<file path="src/rtl/mem_port_arbiter.sv">
// Two-requester arbiter sharing one memory port between instruction fetch and load/store.
// One transaction in flight; request fields are captured at grant and a watchdog bounds WAIT.
module mem_port_arbiter #(
  parameter int ADDR_W   = 32,
  parameter int DATA_W   = 32,
  parameter int LSU_PRIO = 1,
  parameter int TIMEOUT  = 64
) (
  input  logic                clk,
  input  logic                rst,
  input  logic                ifu_req_valid,
  output logic                ifu_req_ready,
  input  logic [ADDR_W-1:0]   ifu_addr,
  output logic                ifu_resp_valid,
  output logic                ifu_resp_err,
  output logic [DATA_W-1:0]   ifu_rdata,
  input  logic                lsu_req_valid,
  output logic                lsu_req_ready,
  input  logic [ADDR_W-1:0]   lsu_addr,
  input  logic                lsu_wen,
  input  logic [DATA_W-1:0]   lsu_wdata,
  input  logic [DATA_W/8-1:0] lsu_wmask,
  output logic                lsu_resp_valid,
  output logic                lsu_resp_err,
  output logic [DATA_W-1:0]   lsu_rdata,
  output logic                mem_req_valid,
  input  logic                mem_req_ready,
  output logic [ADDR_W-1:0]   mem_addr,
  output logic                mem_wen,
  output logic [DATA_W-1:0]   mem_wdata,
  output logic [DATA_W/8-1:0] mem_wmask,
  input  logic                mem_resp_valid,
  input  logic [DATA_W-1:0]   mem_rdata,
  output logic                busy,
  output logic                err_stray
);

  // state | meaning
  // IDLE  | arbitrate; winner's ready is raised combinationally and its fields latched
  // REQ   | present latched request to memory until mem_req_ready
  // WAIT  | wait for mem_resp_valid; watchdog forces an error response at TIMEOUT-1

  localparam int MASK_W = DATA_W / 8;
  localparam int WDOG_W = (TIMEOUT > 1) ? $clog2(TIMEOUT) : 1;
  localparam logic [WDOG_W-1:0] WDOG_LAST = WDOG_W'(TIMEOUT - 1);
  localparam logic [WDOG_W-1:0] WDOG_MAX  = '1;
  localparam logic OWN_IFU = 1'b0;
  localparam logic OWN_LSU = 1'b1;

  typedef enum logic [1:0] {IDLE = 2'd0, REQ = 2'd1, WAIT = 2'd2} state_t;

  state_t              state, state_nxt;
  logic                owner, last_grant;
  logic [ADDR_W-1:0]   addr_q;
  logic                wen_q;
  logic [DATA_W-1:0]   wdata_q;
  logic [MASK_W-1:0]   wmask_q;
  logic [WDOG_W-1:0]   wdog;
  logic                stray_q;
  logic                accept, pick_lsu, done, done_err;

  always_comb begin
    pick_lsu  = lsu_req_valid &&
                (!ifu_req_valid || (LSU_PRIO != 0) || (last_grant == OWN_IFU));
    accept    = 1'b0;
    done      = 1'b0;
    done_err  = 1'b0;
    state_nxt = state;
    case (state)
      IDLE: begin
        if (ifu_req_valid || lsu_req_valid) begin
          accept    = 1'b1;
          state_nxt = REQ;
        end
      end
      REQ: begin
        if (mem_req_ready) state_nxt = WAIT;
      end
      WAIT: begin
        // a real response beats a coincident timeout
        if (mem_resp_valid) begin
          done      = 1'b1;
          state_nxt = IDLE;
        end else if (wdog == WDOG_LAST) begin
          done      = 1'b1;
          done_err  = 1'b1;
          state_nxt = IDLE;
        end
      end
      default: state_nxt = IDLE;
    endcase
  end

  // gated by rst so nothing is visible while reset is held
  assign ifu_req_ready  = rst && accept && !pick_lsu;
  assign lsu_req_ready  = rst && accept && pick_lsu;
  assign ifu_resp_valid = rst && done && (owner == OWN_IFU);
  assign lsu_resp_valid = rst && done && (owner == OWN_LSU);
  assign ifu_resp_err   = ifu_resp_valid && done_err;
  assign lsu_resp_err   = lsu_resp_valid && done_err;
  assign ifu_rdata      = (ifu_resp_valid && !done_err) ? mem_rdata : '0;
  assign lsu_rdata      = (lsu_resp_valid && !done_err) ? mem_rdata : '0;

  assign mem_req_valid  = (state == REQ);
  assign mem_addr       = addr_q;
  assign mem_wen        = wen_q;
  assign mem_wdata      = wdata_q;
  assign mem_wmask      = wmask_q;
  assign busy           = (state != IDLE);
  assign err_stray      = stray_q;

  always_ff @(posedge clk or negedge rst) begin
    if (!rst) begin
      state      <= IDLE;
      owner      <= OWN_IFU;
      last_grant <= OWN_LSU;
      addr_q     <= '0;
      wen_q      <= 1'b0;
      wdata_q    <= '0;
      wmask_q    <= '0;
      wdog       <= '0;
      stray_q    <= 1'b0;
    end else begin
      state <= state_nxt;
      if (accept) begin
        owner      <= pick_lsu;
        last_grant <= pick_lsu;
        addr_q     <= pick_lsu ? lsu_addr : ifu_addr;
        wen_q      <= pick_lsu && lsu_wen;
        wdata_q    <= pick_lsu ? lsu_wdata : '0;
        wmask_q    <= pick_lsu ? lsu_wmask : '0;
      end
      if (state == REQ && mem_req_ready)
        wdog <= '0;
      else if (state == WAIT && wdog != WDOG_MAX)
        wdog <= wdog + WDOG_W'(1);
      if (mem_resp_valid && state != WAIT)
        stray_q <= 1'b1;
    end
  end

endmodule

</file>
<file path="config.mk">
export PLATFORM = sky130hd
export DESIGN_NAME = mem_port_arbiter
export DESIGN_NICKNAME = d
export VERILOG_FILES = /design/src/rtl/mem_port_arbiter.sv
export SDC_FILE = /design/constraint.sdc
export NUM_CORES = 1
export LEC_CHECK = 0
export CORE_AREA = 3 3 107 109
export DETAILED_ROUTE_END_ITERATION = 10
export DIE_AREA = 0 0 110 112
export DONT_BUFFER_PORTS = 1
export MAX_ROUTING_LAYER = met4
export PLACE_DENSITY = 0.6
export SLEW_MARGIN = 30
export SYNTH_ARGS = -nofsm -noshare
export SYNTH_HDL_FRONTEND = slang
export SYNTH_SLANG_ARGS = --single-unit
</file>
<file path="constraint.sdc">
create_clock -name clk -period 3.6 [get_ports clk]
set_input_delay 0 -clock clk [delete_from_list [all_inputs] [get_ports clk]]
set_output_delay 0 -clock clk [all_outputs]
set_load 0.1 [all_outputs]
</file>
==> reports/results.txt <==
Result of the run: finished, final reports clean
Setup Skew: 5.786 ps
Final-report hold violation count: 0
Cells along the critical path: nor2b_1 > and4b_1 > and2_1 > buf_4
NumNets Final: 626
Ys flop type: sky130_fd_sc_hd__dfrtp_1
Final setup violation count: 0
Number of cells after detailed placement: 509
Floorplan die height: 112 µm
Maximum capacitance violations: 0
Initial Utilization: 37.63%
Number of antenna violations at the first check in global routing: 1
Final weighted congestion in routability-driven placement: 0.7986
Kind of start point of the critical path: flip-flop
Path category of the worst min-delay check: primary input to flip-flop
Fraction of the mapped netlist area in simple logic gates: 13.96%
Vias in the first global route: 3,508
Fill cell total of the finished layout: 865
Arrival time at the worst endpoint: 2710 ps
Final instance count without filler cells: 631
Origin of the critical flop-to-flop path: state[1]
Adder-Cell Fraction of Synth Area: 0.3108%
Synth Warn #: 0
Total inserted antenna cells: 0
Critical path required time: 3600 ps
Clock Pin Slew Worst Setup and Hold Paths: 80 ps
Type of the worst setup path: flip-flop to output port
Reg2reg setup slack: 1270 ps
Highest attainable clock frequency: 369.0 MHz
Overall routed net length: 12.94 mm
Horizontal die dimension: 110 µm
Overflow after GRT: 0
TritonCTS clock tree: yes
Standard-cell row count: 38
# DRC: 0
Insertion delay to the later sink of the worst-skew pair: 350 ps
Post-synthesis sequential element count: 79
Netlist area before placement: 0.004025 mm²
Share of layout cells above drive strength 1: 32.79%
Slew margin rel.: 36.12%
Routed wirelength normalized by instance count: 20.51 µm
Buffers added on ports: 0
Combinational family with the most area after synthesis: multiplexers
First-pass GRT wire length: 19.11 mm
Unrepaired setup endpoints after global routing: false
Router iterations before antenna repair: 4
Crit path capture type: output port
DIE AREA: 0.01232 mm²
Number of nets produced by synthesis: 464
Syn avg cell area: 12.42 µm²
Storage element area: 0.001977 mm²
Post-synthesis mux area share: 20.95%
Share of the core filled with cells in the final layout: 56.58%
Slowest stage cell, crit path: sky130_fd_sc_hd__and4b_1
Clock tree root buffer cell: sky130_fd_sc_hd__clkbuf_8
Worst hold margin: 72.51 ps
Synthesized netlist cell count: 324
Setup TNS: 0 ps
Depth of the worst hold-timing path: 2
Layout overhead on the synthesized area: 50.39%
Core region area: 0.01070 mm²
Transition time at the pin with the least slew margin: 958.3 ps
Fraction of synthesized cell area in xor and xnor cells: 0%
Count of final max-slew check failures: 0
Final HPWL from detailed placement: 7.746 mm
Total Routing Usage GR: 21.01%
Critical-path maximum fanout: 32
Worst reg2reg path endpoint: mem_addr[27]
Deepest clock path buffer count: 2
Number of buffers added by the clock tree synthesis step: 9
Hold Path Origin: ifu_req_valid
Area of combinational cells with multiple inputs: 0.001934 mm²
Hold-critical path endpoint: mem_addr[10]
Post-synthesis sequential area ratio: 49.11%
Post-layout min period: 2710 ps
Max incr delay on CP: 800 ps
Clock Sink Count: 79
Number of vias per cell: 5.288
Num ports: 281
First DRT Iteration DRCs: 187
Largest net degree at the start of global routing: 80
Total number of vias: 3,337
Resized Gates After CTS: 0
Post-synth EDFFs: 0
Number of H-tree branching levels: 3
R2r worst-path depth: 5
Detail Route Antenna Nets: 0
Share of synthesized registers carrying an async set or reset: 100.0%
Final period utilization: 75.28%
Area fraction in compound gates after synthesis: 11.56%
Yosys cell types: 36
logic make-up (layout without fill, tap and decap cells):
family                   after synthesis  count (layout)
buffers and inverters                 30             197
flip-flops                            79              79
adder cells (fa/ha/maj)                1               1
multiplexers                          65              65
AO/OA/AOI/OAI                         57              57
AND/OR/NAND/NOR                       92              92
sequential cells by signal, indices dropped and copies added, names as in the netlist:
| signal | cells |
|---|---|
| mem_wmask | 4 |
| owner | 1 |
| mem_wdata | 32 |
| err_stray | 1 |
| mem_wen | 1 |
| mem_addr | 32 |
| state | 2 |
| wdog | 6 |
what timing repair did:
action                    4_1_cts  5_1_grt
hold endpoints to repair      151        0
setup buffers                   0        0
hold buffers                  105        0
cell usage in the layout, fill, tap and decap left out, types with 2 or more instances in the layout:
| cell type | n |
|---|---|
| sky130_fd_sc_hd__o21ai_0 | 2 |
| sky130_fd_sc_hd__nor2b_1 | 2 |
| sky130_fd_sc_hd__a41oi_1 | 2 |
| sky130_fd_sc_hd__clkinv_4 | 2 |
| sky130_fd_sc_hd__nor2_1 | 2 |
| sky130_fd_sc_hd__a21o_1 | 2 |
| sky130_fd_sc_hd__nand3_1 | 3 |
| sky130_fd_sc_hd__buf_4 | 67 |
| sky130_fd_sc_hd__a22o_1 | 37 |
| sky130_fd_sc_hd__a21oi_1 | 5 |
| sky130_fd_sc_hd__nor3_2 | 2 |
| sky130_fd_sc_hd__buf_16 | 4 |
| sky130_fd_sc_hd__nor2_4 | 3 |
| sky130_fd_sc_hd__bufinv_16 | 4 |
| sky130_fd_sc_hd__and2_1 | 65 |
| sky130_fd_sc_hd__clkbuf_8 | 9 |
| sky130_fd_sc_hd__dfrtp_1 | 79 |
| sky130_fd_sc_hd__a221oi_1 | 3 |
| sky130_fd_sc_hd__nand2_1 | 2 |
| sky130_fd_sc_hd__mux2_4 | 30 |
| sky130_fd_sc_hd__mux2_2 | 34 |
| sky130_fd_sc_hd__nand4_1 | 2 |
| sky130_fd_sc_hd__nand2b_1 | 2 |
| sky130_fd_sc_hd__dlygate4sd3_1 | 104 |
| sky130_fd_sc_hd__inv_1 | 5 |
| sky130_fd_sc_hd__and4_1 | 2 |
metrics by stage:
step	setup WS (ps)	area (µm²)
after global routing	712.9	6053
final	890.0	6053
after CTS	884.9	6026
after floorplan	30.15	4025
after global placement	1348	4673
after detailed placement	1251	4688
metal layers:
layer  GRT usage, %  up-vias  wire, µm
met3          5.739       28      1237
met5              -        -         0
met4          7.814        0       318
met1          22.18     1619      4446
li1               -     1474         -
met2          36.81      216      6938
area by class of cell:
class                           count  area share (%)
Timing Repair Buffer              176           27.74
Clock buffer                        9           2.046
Inverter                            5          0.3100
Tap cell                          140           2.894
Clock inverter                      7           2.398
Multi-Input combinational cell    215           31.96
Sequential cell                    79           32.66
Yosys cell counts (2+ instances only):
master                     count  share of area (%)
sky130_fd_sc_hd__inv_1         5               0.47
sky130_fd_sc_hd__a41oi_1       2               0.44
sky130_fd_sc_hd__buf_6         5                1.4
sky130_fd_sc_hd__mux2_4       30                 11
sky130_fd_sc_hd__nor2_1        6               0.56
sky130_fd_sc_hd__nand2b_1      2               0.31
sky130_fd_sc_hd__nor2b_1       2               0.31
sky130_fd_sc_hd__buf_2         6               0.75
sky130_fd_sc_hd__nand4_1       2               0.31
sky130_fd_sc_hd__a21o_1        2               0.37
sky130_fd_sc_hd__a221oi_1      3               0.65
sky130_fd_sc_hd__a21oi_1       5               0.62
sky130_fd_sc_hd__clkbuf_2      6               0.75
sky130_fd_sc_hd__and2_1       65                 10
sky130_fd_sc_hd__nand3_1       3               0.37
sky130_fd_sc_hd__dfrtp_1      79                 49
sky130_fd_sc_hd__mux2_2       34                9.5
sky130_fd_sc_hd__and4_1        2               0.44
sky130_fd_sc_hd__o21ai_0       2               0.25
sky130_fd_sc_hd__nor3_1        3               0.37
sky130_fd_sc_hd__nand2_1       2               0.19
sky130_fd_sc_hd__clkbuf_1      8               0.75
sky130_fd_sc_hd__a22o_1       37                8.1
worst max-delay path, delay by kind of cell, from the launching register on:
kind                   cells  cell delay (ps)
buffers and inverters      1              290
DFF                        1              560
and+or+nand+nor            3             1500
worst max path at each step:
| stage | startpoint | to | slack, ps | depth (start not counted) |
|---|---|---|---|---|
| 2_1_floorplan | state[1] | ifu_req_ready | 30 | 6 |
| 3_3_place_gp | state[1] | mem_addr[23] | 1350 | 4 |
| 3_5_place_dp | state[1] | mem_addr[27] | 1250 | 4 |
| 4_1_cts | state[1] | ifu_rdata[9] | 880 | 4 |
| 5_1_grt | state[1] | ifu_rdata[12] | 710 | 4 |
| 6_report | state[1] | ifu_rdata[8] | 890 | 4 |
Power is left out: the tool's default activity adds up to more than one toggle a clock period on the data nets, which glitch-free logic cannot reach.
